### config.mk
export PLATFORM = sky130hd
export DESIGN_NAME = register_tree_pq
export DESIGN_NICKNAME = d
export VERILOG_FILES = /design/src/rtl/register_tree_pq.sv
export SDC_FILE = /design/constraint.sdc
export NUM_CORES = 1
export LEC_CHECK = 0
export CAP_MARGIN = 25
export CELL_PAD_IN_SITES_DETAIL_PLACEMENT = 1
export CELL_PAD_IN_SITES_GLOBAL_PLACEMENT = 1
export CORE_UTILIZATION = 49
export DETAILED_ROUTE_END_ITERATION = 8
export PLACE_DENSITY = 0.86
export SLEW_MARGIN = 40
export SYNTH_ARGS = -nofsm -noshare
export SYNTH_HDL_FRONTEND = slang
export SYNTH_SLANG_ARGS = --single-unit
### constraint.sdc
create_clock -name i_CLK -period 7.4 [get_ports i_CLK]
set_input_delay 1.48 -clock i_CLK [delete_from_list [all_inputs] [get_ports i_CLK]]
set_output_delay 1.48 -clock i_CLK [all_outputs]
set_load 0.005 [all_outputs]
### src/rtl/register_tree_pq.sv
// register_tree_pq: register binary-heap priority queue with per-node
// valid bits, min/max mode, ready handshake and drop reporting.
module register_tree_pq #(
    parameter int QUEUE_SIZE  = 7,
    parameter int KEY_WIDTH   = 16,
    parameter int VALUE_WIDTH = 8,
    parameter bit MAX_FIRST   = 1'b1,
    localparam int TREE_DEPTH = $clog2(QUEUE_SIZE + 1),
    localparam int NODES      = 2**TREE_DEPTH - 1,
    localparam int CW         = $clog2(QUEUE_SIZE + 1)
) (
    input  logic                   i_CLK,
    input  logic                   i_RSTn,
    input  logic                   i_wrt,
    input  logic                   i_read,
    input  logic [KEY_WIDTH-1:0]   i_key,
    input  logic [VALUE_WIDTH-1:0] i_value,
    output logic                   o_ready,
    output logic                   o_valid,
    output logic [KEY_WIDTH-1:0]   o_key,
    output logic [VALUE_WIDTH-1:0] o_value,
    output logic [CW-1:0]          o_count,
    output logic                   o_empty,
    output logic                   o_full,
    output logic                   o_drop
);

    localparam int SW = $clog2(TREE_DEPTH + 1);
    localparam int NW = (NODES > 1) ? $clog2(NODES) : 1;

    typedef enum logic {IDLE, SETTLE} state_t;

    state_t                 state_q, state_d;
    logic [SW-1:0]          sttl_q, sttl_d;
    logic [CW-1:0]          cnt_q, cnt_d;
    logic                   drop_q, drop_d;
    logic [NODES-1:0]       vld_q, vld_d, vld_s;
    logic [KEY_WIDTH-1:0]   key_q [NODES];
    logic [KEY_WIDTH-1:0]   key_d [NODES];
    logic [KEY_WIDTH-1:0]   key_s [NODES];
    logic [VALUE_WIDTH-1:0] val_q [NODES];
    logic [VALUE_WIDTH-1:0] val_d [NODES];
    logic [VALUE_WIDTH-1:0] val_s [NODES];

    logic is_enq, is_deq, is_rep, is_empty, is_full, acc, ill;

    // a strictly better than b; an invalid node loses to any valid one
    function automatic logic better(
        input logic                 va,
        input logic [KEY_WIDTH-1:0] ka,
        input logic                 vb,
        input logic [KEY_WIDTH-1:0] kb
    );
        if (!va) return 1'b0;
        if (!vb) return 1'b1;
        return MAX_FIRST ? (ka > kb) : (ka < kb);
    endfunction

    assign is_enq   = i_wrt & ~i_read;
    assign is_deq   = i_read & ~i_wrt;
    assign is_rep   = i_wrt & i_read;
    assign is_empty = (cnt_q == '0);
    assign is_full  = (cnt_q == CW'(QUEUE_SIZE));
    assign acc      = (is_enq & ~is_full) | (is_deq & ~is_empty) | is_rep;
    assign ill      = (i_wrt | i_read) & ~acc;

    // one swap pass: even parent levels top-down, then odd ones
    always_comb begin
        logic [NW-1:0]          p, l, r, c;
        logic                   tv;
        logic [KEY_WIDTH-1:0]   tk;
        logic [VALUE_WIDTH-1:0] tw;
        vld_s = vld_q;
        key_s = key_q;
        val_s = val_q;
        p  = '0;
        l  = '0;
        r  = '0;
        c  = '0;
        tv = 1'b0;
        tk = '0;
        tw = '0;
        for (int ph = 0; ph < 2; ph++) begin
            for (int lv = 0; lv < TREE_DEPTH - 1; lv++) begin
                for (int i = 0; i < NODES / 2; i++) begin
                    if ((lv % 2) == ph && i >= (1 << lv) - 1
                        && i < (2 << lv) - 1) begin
                        p = NW'(i);
                        l = NW'(2 * i + 1);
                        r = NW'(2 * i + 2);
                        c = better(vld_s[r], key_s[r], vld_s[l], key_s[l])
                            ? r : l;
                        if (better(vld_s[c], key_s[c], vld_s[p], key_s[p])) begin
                            tv       = vld_s[p];
                            tk       = key_s[p];
                            tw       = val_s[p];
                            vld_s[p] = vld_s[c];
                            key_s[p] = key_s[c];
                            val_s[p] = val_s[c];
                            vld_s[c] = tv;
                            key_s[c] = tk;
                            val_s[c] = tw;
                        end
                    end
                end
            end
        end
    end

    // next state: apply an accepted op, otherwise take the swap pass
    always_comb begin
        logic [NW-1:0] slot;
        logic          found;
        state_d = state_q;
        sttl_d  = sttl_q;
        cnt_d   = cnt_q;
        drop_d  = 1'b0;
        vld_d   = vld_s;
        key_d   = key_s;
        val_d   = val_s;
        slot    = '0;
        found   = 1'b0;
        for (int i = 0; i < NODES; i++) begin
            if (!found && !vld_q[i]) begin
                slot  = NW'(i);
                found = 1'b1;
            end
        end
        unique case (state_q)
            IDLE: begin
                if (acc) begin
                    vld_d   = vld_q;
                    key_d   = key_q;
                    val_d   = val_q;
                    state_d = SETTLE;
                    sttl_d  = SW'(TREE_DEPTH);
                    if (is_rep) begin
                        vld_d[0] = 1'b1;
                        key_d[0] = i_key;
                        val_d[0] = i_value;
                        if (is_empty) cnt_d = cnt_q + CW'(1);
                    end else if (is_enq) begin
                        vld_d[slot] = 1'b1;
                        key_d[slot] = i_key;
                        val_d[slot] = i_value;
                        cnt_d       = cnt_q + CW'(1);
                    end else begin
                        vld_d[0] = 1'b0;
                        key_d[0] = '0;
                        val_d[0] = '0;
                        cnt_d    = cnt_q - CW'(1);
                    end
                end else if (ill) begin
                    drop_d = 1'b1;
                end
            end
            SETTLE: begin
                sttl_d = sttl_q - SW'(1);
                if (sttl_q == SW'(1)) state_d = IDLE;
            end
            default: state_d = IDLE;
        endcase
    end

    // state, counters and node storage registers
    always_ff @(posedge i_CLK or negedge i_RSTn) begin
        if (!i_RSTn) begin
            state_q <= IDLE;
            sttl_q  <= '0;
            cnt_q   <= '0;
            drop_q  <= 1'b0;
            vld_q   <= '0;
            for (int i = 0; i < NODES; i++) begin
                key_q[i] <= '0;
                val_q[i] <= '0;
            end
        end else begin
            state_q <= state_d;
            sttl_q  <= sttl_d;
            cnt_q   <= cnt_d;
            drop_q  <= drop_d;
            vld_q   <= vld_d;
            key_q   <= key_d;
            val_q   <= val_d;
        end
    end

    assign o_ready = (state_q == IDLE);
    assign o_valid = (state_q == IDLE) && vld_q[0];
    assign o_key   = vld_q[0] ? key_q[0] : '0;
    assign o_value = vld_q[0] ? val_q[0] : '0;
    assign o_count = cnt_q;
    assign o_empty = is_empty;
    assign o_full  = is_full;
    assign o_drop  = drop_q;

endmodule

==> results of run 1 <==
flip-flops by register name, summed over array words and instances (netlist names):
signal   count
state_q      1
vld_q        7
o_count      3
sttl_q       2
o_drop       1
val_q       56
key_q      112
layout make-up:
type / instances / area (um2) / area share (%)
multi-input combinational: 987 / 7760 / 53.2
clock inverter: 14 / 160 / 1.10
tap: 335 / 419 / 2.87
sequential: 182 / 4550 / 31.2
inverter: 80 / 300 / 2.06
timing repair buffer: 103 / 968 / 6.64
clock buffer: 18 / 429 / 2.94
synth_stat cells, types with 9 or more instances:
master                     instances
sky130_fd_sc_hd__dfrtp_1         182
sky130_fd_sc_hd__nand2_1         134
sky130_fd_sc_hd__ha_1            101
sky130_fd_sc_hd__inv_1            79
sky130_fd_sc_hd__o221a_2          78
sky130_fd_sc_hd__o21ai_0          77
sky130_fd_sc_hd__nor2_1           62
sky130_fd_sc_hd__mux2i_1          61
sky130_fd_sc_hd__mux2_2           56
sky130_fd_sc_hd__clkbuf_1         50
sky130_fd_sc_hd__a21oi_1          49
sky130_fd_sc_hd__nor3_1           42
sky130_fd_sc_hd__and2_1           34
sky130_fd_sc_hd__buf_2            25
sky130_fd_sc_hd__nand3_1          22
sky130_fd_sc_hd__o22ai_1          22
sky130_fd_sc_hd__a211oi_1         18
sky130_fd_sc_hd__a221o_1          18
sky130_fd_sc_hd__a31o_2           16
sky130_fd_sc_hd__nand4_1          16
sky130_fd_sc_hd__a22o_1           15
sky130_fd_sc_hd__a22oi_1          13
sky130_fd_sc_hd__nor2b_1          13
sky130_fd_sc_hd__mux2i_4          10
sky130_fd_sc_hd__a31oi_1           9
sky130_fd_sc_hd__and3_1            9
routing by layer:
layer	global-route usage, %	vias to the layer above
met5	0	-
met4	19.7	0
met3	4.50	150
met2	58.5	429
met1	42.7	5949
li1	-	5094
per-stage QoR:
stage,cell area (um2),instances
final,14600,1719
after detailed placement,13900,1686
after CTS,14500,1718
after floorplan,13000,1340
after global placement,13900,1684
after global routing,14600,1719
repair_timing:
action	CTS	global route
gates resized for setup	0	9
setup endpoints to repair	0	58
endpoints found under the hold margin	0	0
how the worst min path moves through the flow:
stage / from / end / slack (ns) / depth (start not counted)
3_3_place_gp: sttl_q[0]$_DFFE_PN0P_ / sttl_q[0]$_DFFE_PN0P_ / 0.47 / 1
6_report: val_q[5]$_DFFE_PN0P_ / val_q[5]$_DFFE_PN0P_ / 0.53 / 1
2_1_floorplan: sttl_q[0]$_DFFE_PN0P_ / sttl_q[0]$_DFFE_PN0P_ / 0.45 / 1
4_1_cts: val_q[5]$_DFFE_PN0P_ / val_q[5]$_DFFE_PN0P_ / 0.53 / 1
3_5_place_dp: sttl_q[0]$_DFFE_PN0P_ / sttl_q[0]$_DFFE_PN0P_ / 0.48 / 1
5_1_grt: val_q[26]$_DFFE_PN0P_ / val_q[26]$_DFFE_PN0P_ / 0.56 / 1
kinds of logic after synthesis:
logic type,count (synthesis),synth area share (%)
AOI/OAI and AO/OA,388,23.8
xor gates and xnor gates,3,0.203
adders and majority gates,101,9.75
buffers and inverters,171,5.69
DFF,182,35.1
muxes,129,11.5
and+or+nand+nor,366,13.9
==> flow_summary.yaml, run 1 <==
critical_path:
  cpLargestDelayFamily: "simple AND/OR/NAND/NOR gates"
  critPathCapture: "key_q[53]$_DFFE_PN0P_"
  crit_path_end_kind: "flip-flop"
  cp_data_arrival_time_ns: 7.43
  critical_path.slowest_cell: "sky130_fd_sc_hd__or4_1"
  timing.critical_path.cells: "ha_1, nand4_1, nor4_4, a21boi_4, o31ai_4, buf_4, mux2_2, ha_1, nand4_1, nor4_4, o21ai_1, a21boi_4, nand2_8, mux2i_1, ha_1, and4_1, nand2_1, or4_1, a221oi_4, buf_4, or2_2, o21ai_2, buf_4, o221a_2"
  cp_slowest_stage_delay_ns: 0.60
  cp.depth: 24
  worst_setup_path_category: "reg2reg"
  cp_num_buf_inv: 3
  timing.critical_path.from: "key_q[75]$_DFFE_PN0P_"
  crit_start_category: "flip-flop"
  worst_r2r_dst: "key_q[53]$_DFFE_PN0P_"
  worstReg2RegStart: "key_q[75]$_DFFE_PN0P_"
  regToRegSetupSlack_ns: 0.33
  path_max_fanout: 18
  timing.reg2reg.worst_path_depth: 24
  worst_ep_required_time_ns: 7.75
detailed_routing:
  detail_route.vias_per_cell: 6.76
  ant_nets: 0
  detailroute.wirelength.met3_um: 2270
  routedLengthMet1_um: 18500
  number_of_drc_markers_after_the_initial_detailed_route_iteration: 840
  wl_met2_um: 22000
  route.top_layer_used: "met4"
  drt_drc: 0
  wl_per_cell_um: 26.2
  drt_first_pass_iters: 5
  totalWireLength_um: 45100
  num_vias: 11600
cts:
  cts_max_level: 4
  quantity_of_hold_fixing_buffers_added_after_cts: 0
  post_cts_buffers: 0
  clk_latency_ns: 0.47
  worst_setup_hold_path_clk_slew_ns: 0.09
  ctsRootBufferMaster: "sky130_fd_sc_hd__clkbuf_16"
  cts_buffers: 17
  tritoncts_clock_tree: "yes"
  ctsLongestPathBuffers: 2
  cts_num_sinks: 182
place:
  dp_slack_ns: 0.224
  io_buffer_count: 59
  post-dp-hpwl_um: 31200
  gp_congestion: 0.941
sta:
  hold-worst-slack_ns: 0.526
  fmaxAchievable_mhz: 141
  setup-tns-final_ns: 0
  finalHoldViolations: 0
  period_minus_ws_final_ns: 7.07
  layout_setup_ws_ns: 0.326
  worstMarginPinSlew_ns: 0.823
  setup_viol_count_final: 0
  max-slew-margin-rel_pct: 45.0
  timing.clock.skew_ns: 0.0202
  final_min_period_over_clock_period_pct: 95.6
  report.final.slew_viol_count: 0
grt:
  total_routing_resource_utilization_after_global_routing_pct: 34.7
  grt_max_degree: 94
  grt-ovfl-total: 0
  number_of_global_route_vias_before_repair: 12600
  grt_antenna_before_repair: 0
  grt_pass1_wl_um: 71600
synth:
  mappedNetlistNets: 1469
  synth_top_area_share_pct: 35.1
  synth.yosys.seq_area_share_pct: 35.1
  post_synth_instance_area_mm2: 0.0130
  ys_async_sr_fraction_pct: 100
  synth.largest_area_cell: "sky130_fd_sc_hd__dfrtp_1"
  postSynth.topFlopCell: "sky130_fd_sc_hd__dfrtp_1"
  postSynthAreaPerCell_um2: 9.67
  yosys_warnings: 0
  ys_ff_latch: 182
  synth_cells: 1340
  yosys.cell_types.count: 78
  synth_edf_count: 0
  biggest_area_contributors_in_the_synthesized_netlist: "sky130_fd_sc_hd__dfrtp_1 35%, sky130_fd_sc_hd__ha_1 9.8%, sky130_fd_sc_hd__o221a_2 6.8%"
flow_run:
  timing.max_cap.violations: 0
die:
  chipWidth_um: 165
  top_level_pins: 60
  die_height_um: 165
  num_rows: 59
  core_area_mm2: 0.0260
  start_util_pct: 49.9
  die_area_mm2: 0.0271
final_layout:
  synthToLayoutAreaGrowth_pct: 12.6
  layout.nets: 1500
  final_common_cell: "sky130_fd_sc_hd__dfrtp_1"
  layout_common_cells: "182 x sky130_fd_sc_hd__dfrtp_1, 133 x sky130_fd_sc_hd__nand2_1, 101 x sky130_fd_sc_hd__ha_1"
  drive_gt1_share_pct: 19.7
  postLayoutCoreUtil_pct: 56.1
  antenna-diode-count: 0
  filler_cell_count: 2893
hold_path:
  min_path_type: "reg2reg"
status:
  status: "finished clean"
Power of run 1 is not shown: default switching activity piles up to over one toggle a cycle in this logic, so the estimate is an artifact.
==> run 2: changes to the inputs <==
--- a/config.mk
+++ b/config.mk
@@ -10,6 +10,7 @@
 export CELL_PAD_IN_SITES_GLOBAL_PLACEMENT = 1
 export CORE_UTILIZATION = 49
 export DETAILED_ROUTE_END_ITERATION = 8
+export GPL_TIMING_DRIVEN = 0
 export PLACE_DENSITY = 0.86
 export SLEW_MARGIN = 40
 export SYNTH_ARGS = -nofsm -noshare
==> run 2 against run 1 <==
The flow now finishes with violations (negative setup slack). Clock skew fell by 0.0021 ns. Non-clock buffer count is 52 higher. Global-route usage up 1.7 points. Die area stayed put.
==> flow_summary.yaml, run 2 (synthesis gave the netlist of run 1 again) <==
sta:
  final_min_period_over_clock_period_pct: 101
  worstMarginPinSlew_ns: 0.887
  timing.clock.skew_ns: 0.0181
  finalHoldViolations: 0
  layout_setup_ws_ns: -0.0871
  report.final.slew_viol_count: 0
  fmaxAchievable_mhz: 134
  max-slew-margin-rel_pct: 40.2
  period_minus_ws_final_ns: 7.49
  setup_viol_count_final: 1
  hold-worst-slack_ns: 0.503
final_layout:
  final_cells: 1771
  synthToLayoutAreaGrowth_pct: 14.0
  number_of_flip_flops_in_the_largest_register: 112
  drive_gt1_share_pct: 19.8
  filler_cell_count: 2899
  final_common_cell: "sky130_fd_sc_hd__dfrtp_1"
  max_flop_register: "key_q"
  antenna-diode-count: 0
  layout_common_cells: "181 x sky130_fd_sc_hd__dfrtp_1, 134 x sky130_fd_sc_hd__nand2_1, 101 x sky130_fd_sc_hd__ha_1"
  layout.nets: 1552
  finish.instance_area_mm2: 0.0148
  largestRegisters: "key_q x112, val_q x56, vld_q x7"
flow_run:
  timing.max_cap.violations: 0
detailed_routing:
  wl_per_cell_um: 27.3
  num_vias: 12100
  totalWireLength_um: 48400
  number_of_drc_markers_after_the_initial_detailed_route_iteration: 1062
  detail_route.vias_per_cell: 6.84
  drt_first_pass_iters: 5
  drt_drc: 0
  ant_nets: 0
critical_path:
  path_max_fanout: 10
  worst_ep_required_time_ns: 7.71
  cp_slowest_stage_delay_ns: 0.45
  cpLargestDelayFamily: "compound AO/OA/AOI/OAI gates"
  cp_num_buf_inv: 8
  critical_path.slowest_cell: "sky130_fd_sc_hd__a2111oi_4"
  crit_path_end_kind: "flip-flop"
  crit_start_category: "flip-flop"
  worst_setup_path_category: "reg2reg"
  regToRegSetupSlack_ns: -0.09
  cp_data_arrival_time_ns: 7.80
  cp_common_cell: "sky130_fd_sc_hd__buf_6"
cts:
  cts_num_sinks: 182
  worst_setup_hold_path_clk_slew_ns: 0.08
  ctsRootBufferMaster: "sky130_fd_sc_hd__clkbuf_16"
  tritoncts_clock_tree: "yes"
  ctsLongestPathBuffers: 2
  cts_max_level: 4
  cts_buffers: 17
  clk_latency_ns: 0.47
  quantity_of_hold_fixing_buffers_added_after_cts: 0
grt:
  grt_use_met1_pct: 44.1
  grt_pass1_wl_um: 74400
  total_routing_resource_utilization_after_global_routing_pct: 36.4
  number_of_global_route_vias_before_repair: 13100
  grt_max_degree: 64
  grt_antenna_before_repair: 0
  grt-ovfl-total: 0
  global_route.usage.met2_pct: 62.5
  global_route.usage.met3_pct: 6.00
  globalRoute.busiestLayer: "met2"
die:
  die_height_um: 165
  core_area_mm2: 0.0260
  start_util_pct: 49.9
  die_area_mm2: 0.0271
  chipWidth_um: 165
  top_level_pins: 60
  num_rows: 59
place:
  placement.cell_area_mm2: 0.0140
  io_buffer_count: 52
  gp_congestion: 0.914
  numPlacedInstances: 1729
  post-dp-hpwl_um: 35200
  dp_slack_ns: -0.562
hold_path:
  min_path_type: "reg2reg"
status:
  status: "finished with violations"
  violations: "negative setup slack"
run 2: final timing paths:
kind	start	endpoint	cells after the start
setup / recovery	key_q[90]$_DFFE_PN0P_	key_q[69]$_DFFE_PN0P_	30
min in group asynchronous	i_RSTn	key_q[42]$_DFFE_PN0P_	1
hold reg to reg	sttl_q[0]$_DFFE_PN0P_	sttl_q[0]$_DFFE_PN0P_	1
max in group asynchronous	i_RSTn	val_q[14]$_DFFE_PN0P_	3
hold / removal	sttl_q[0]$_DFFE_PN0P_	sttl_q[0]$_DFFE_PN0P_	1
setup reg to reg	key_q[90]$_DFFE_PN0P_	key_q[69]$_DFFE_PN0P_	30
run 2: worst register-to-register path: cells and delay by family (launching register included):
family,cells,cell delay [ns]
AO/OA/AOI/OAI,12,3.01
adder cells (fa/ha/maj),3,0.97
buffers and inverters,8,1.50
flip-flops,1,0.44
multiplexers,2,0.69
AND/OR/NAND/NOR,5,0.72
run 2: timing repair:
item / in CTS / in global routing
resized for setup: 14 / 20
pin swaps: 2 / 6
setup endpoints to repair: 136 / 144
setup buffers: 3 / 7
run 2: cell type report:
type | count | area (um2) | share of cell area [%]
Tap cell | 335 | 419 | 2.84
Clock buffer | 17 | 425 | 2.88
Timing Repair Buffer | 64 | 656 | 4.44
Clock inverter | 15 | 180 | 1.22
Buffer | 91 | 462 | 3.13
Inverter | 80 | 300 | 2.03
Multi-Input combinational cell | 987 | 7770 | 52.6
Sequential cell | 182 | 4560 | 30.8
run 2: metal layers:
| layer | up-vias | wire, um | share of wire, % |
|---|---|---|---|
| li1 | 5207 | - | - |
| met1 | 6205 | 19600 | 41 |
| met2 | 523 | 23600 | 49 |
| met3 | 178 | 2600 | 5.4 |
| met4 | 0 | 2510 | 5.2 |
| met5 | - | 0 | 0 |
run 2: through the flow:
stage	setup TNS [ns]	utilization [%]
final	-0.0871	56.9
after global routing	-1.94	56.9
after CTS	0	56.4
after detailed placement	-22.60	53.8
after global placement	-544.97	53.5
after floorplan	0	-
Power of run 2 is left out for the same reason.
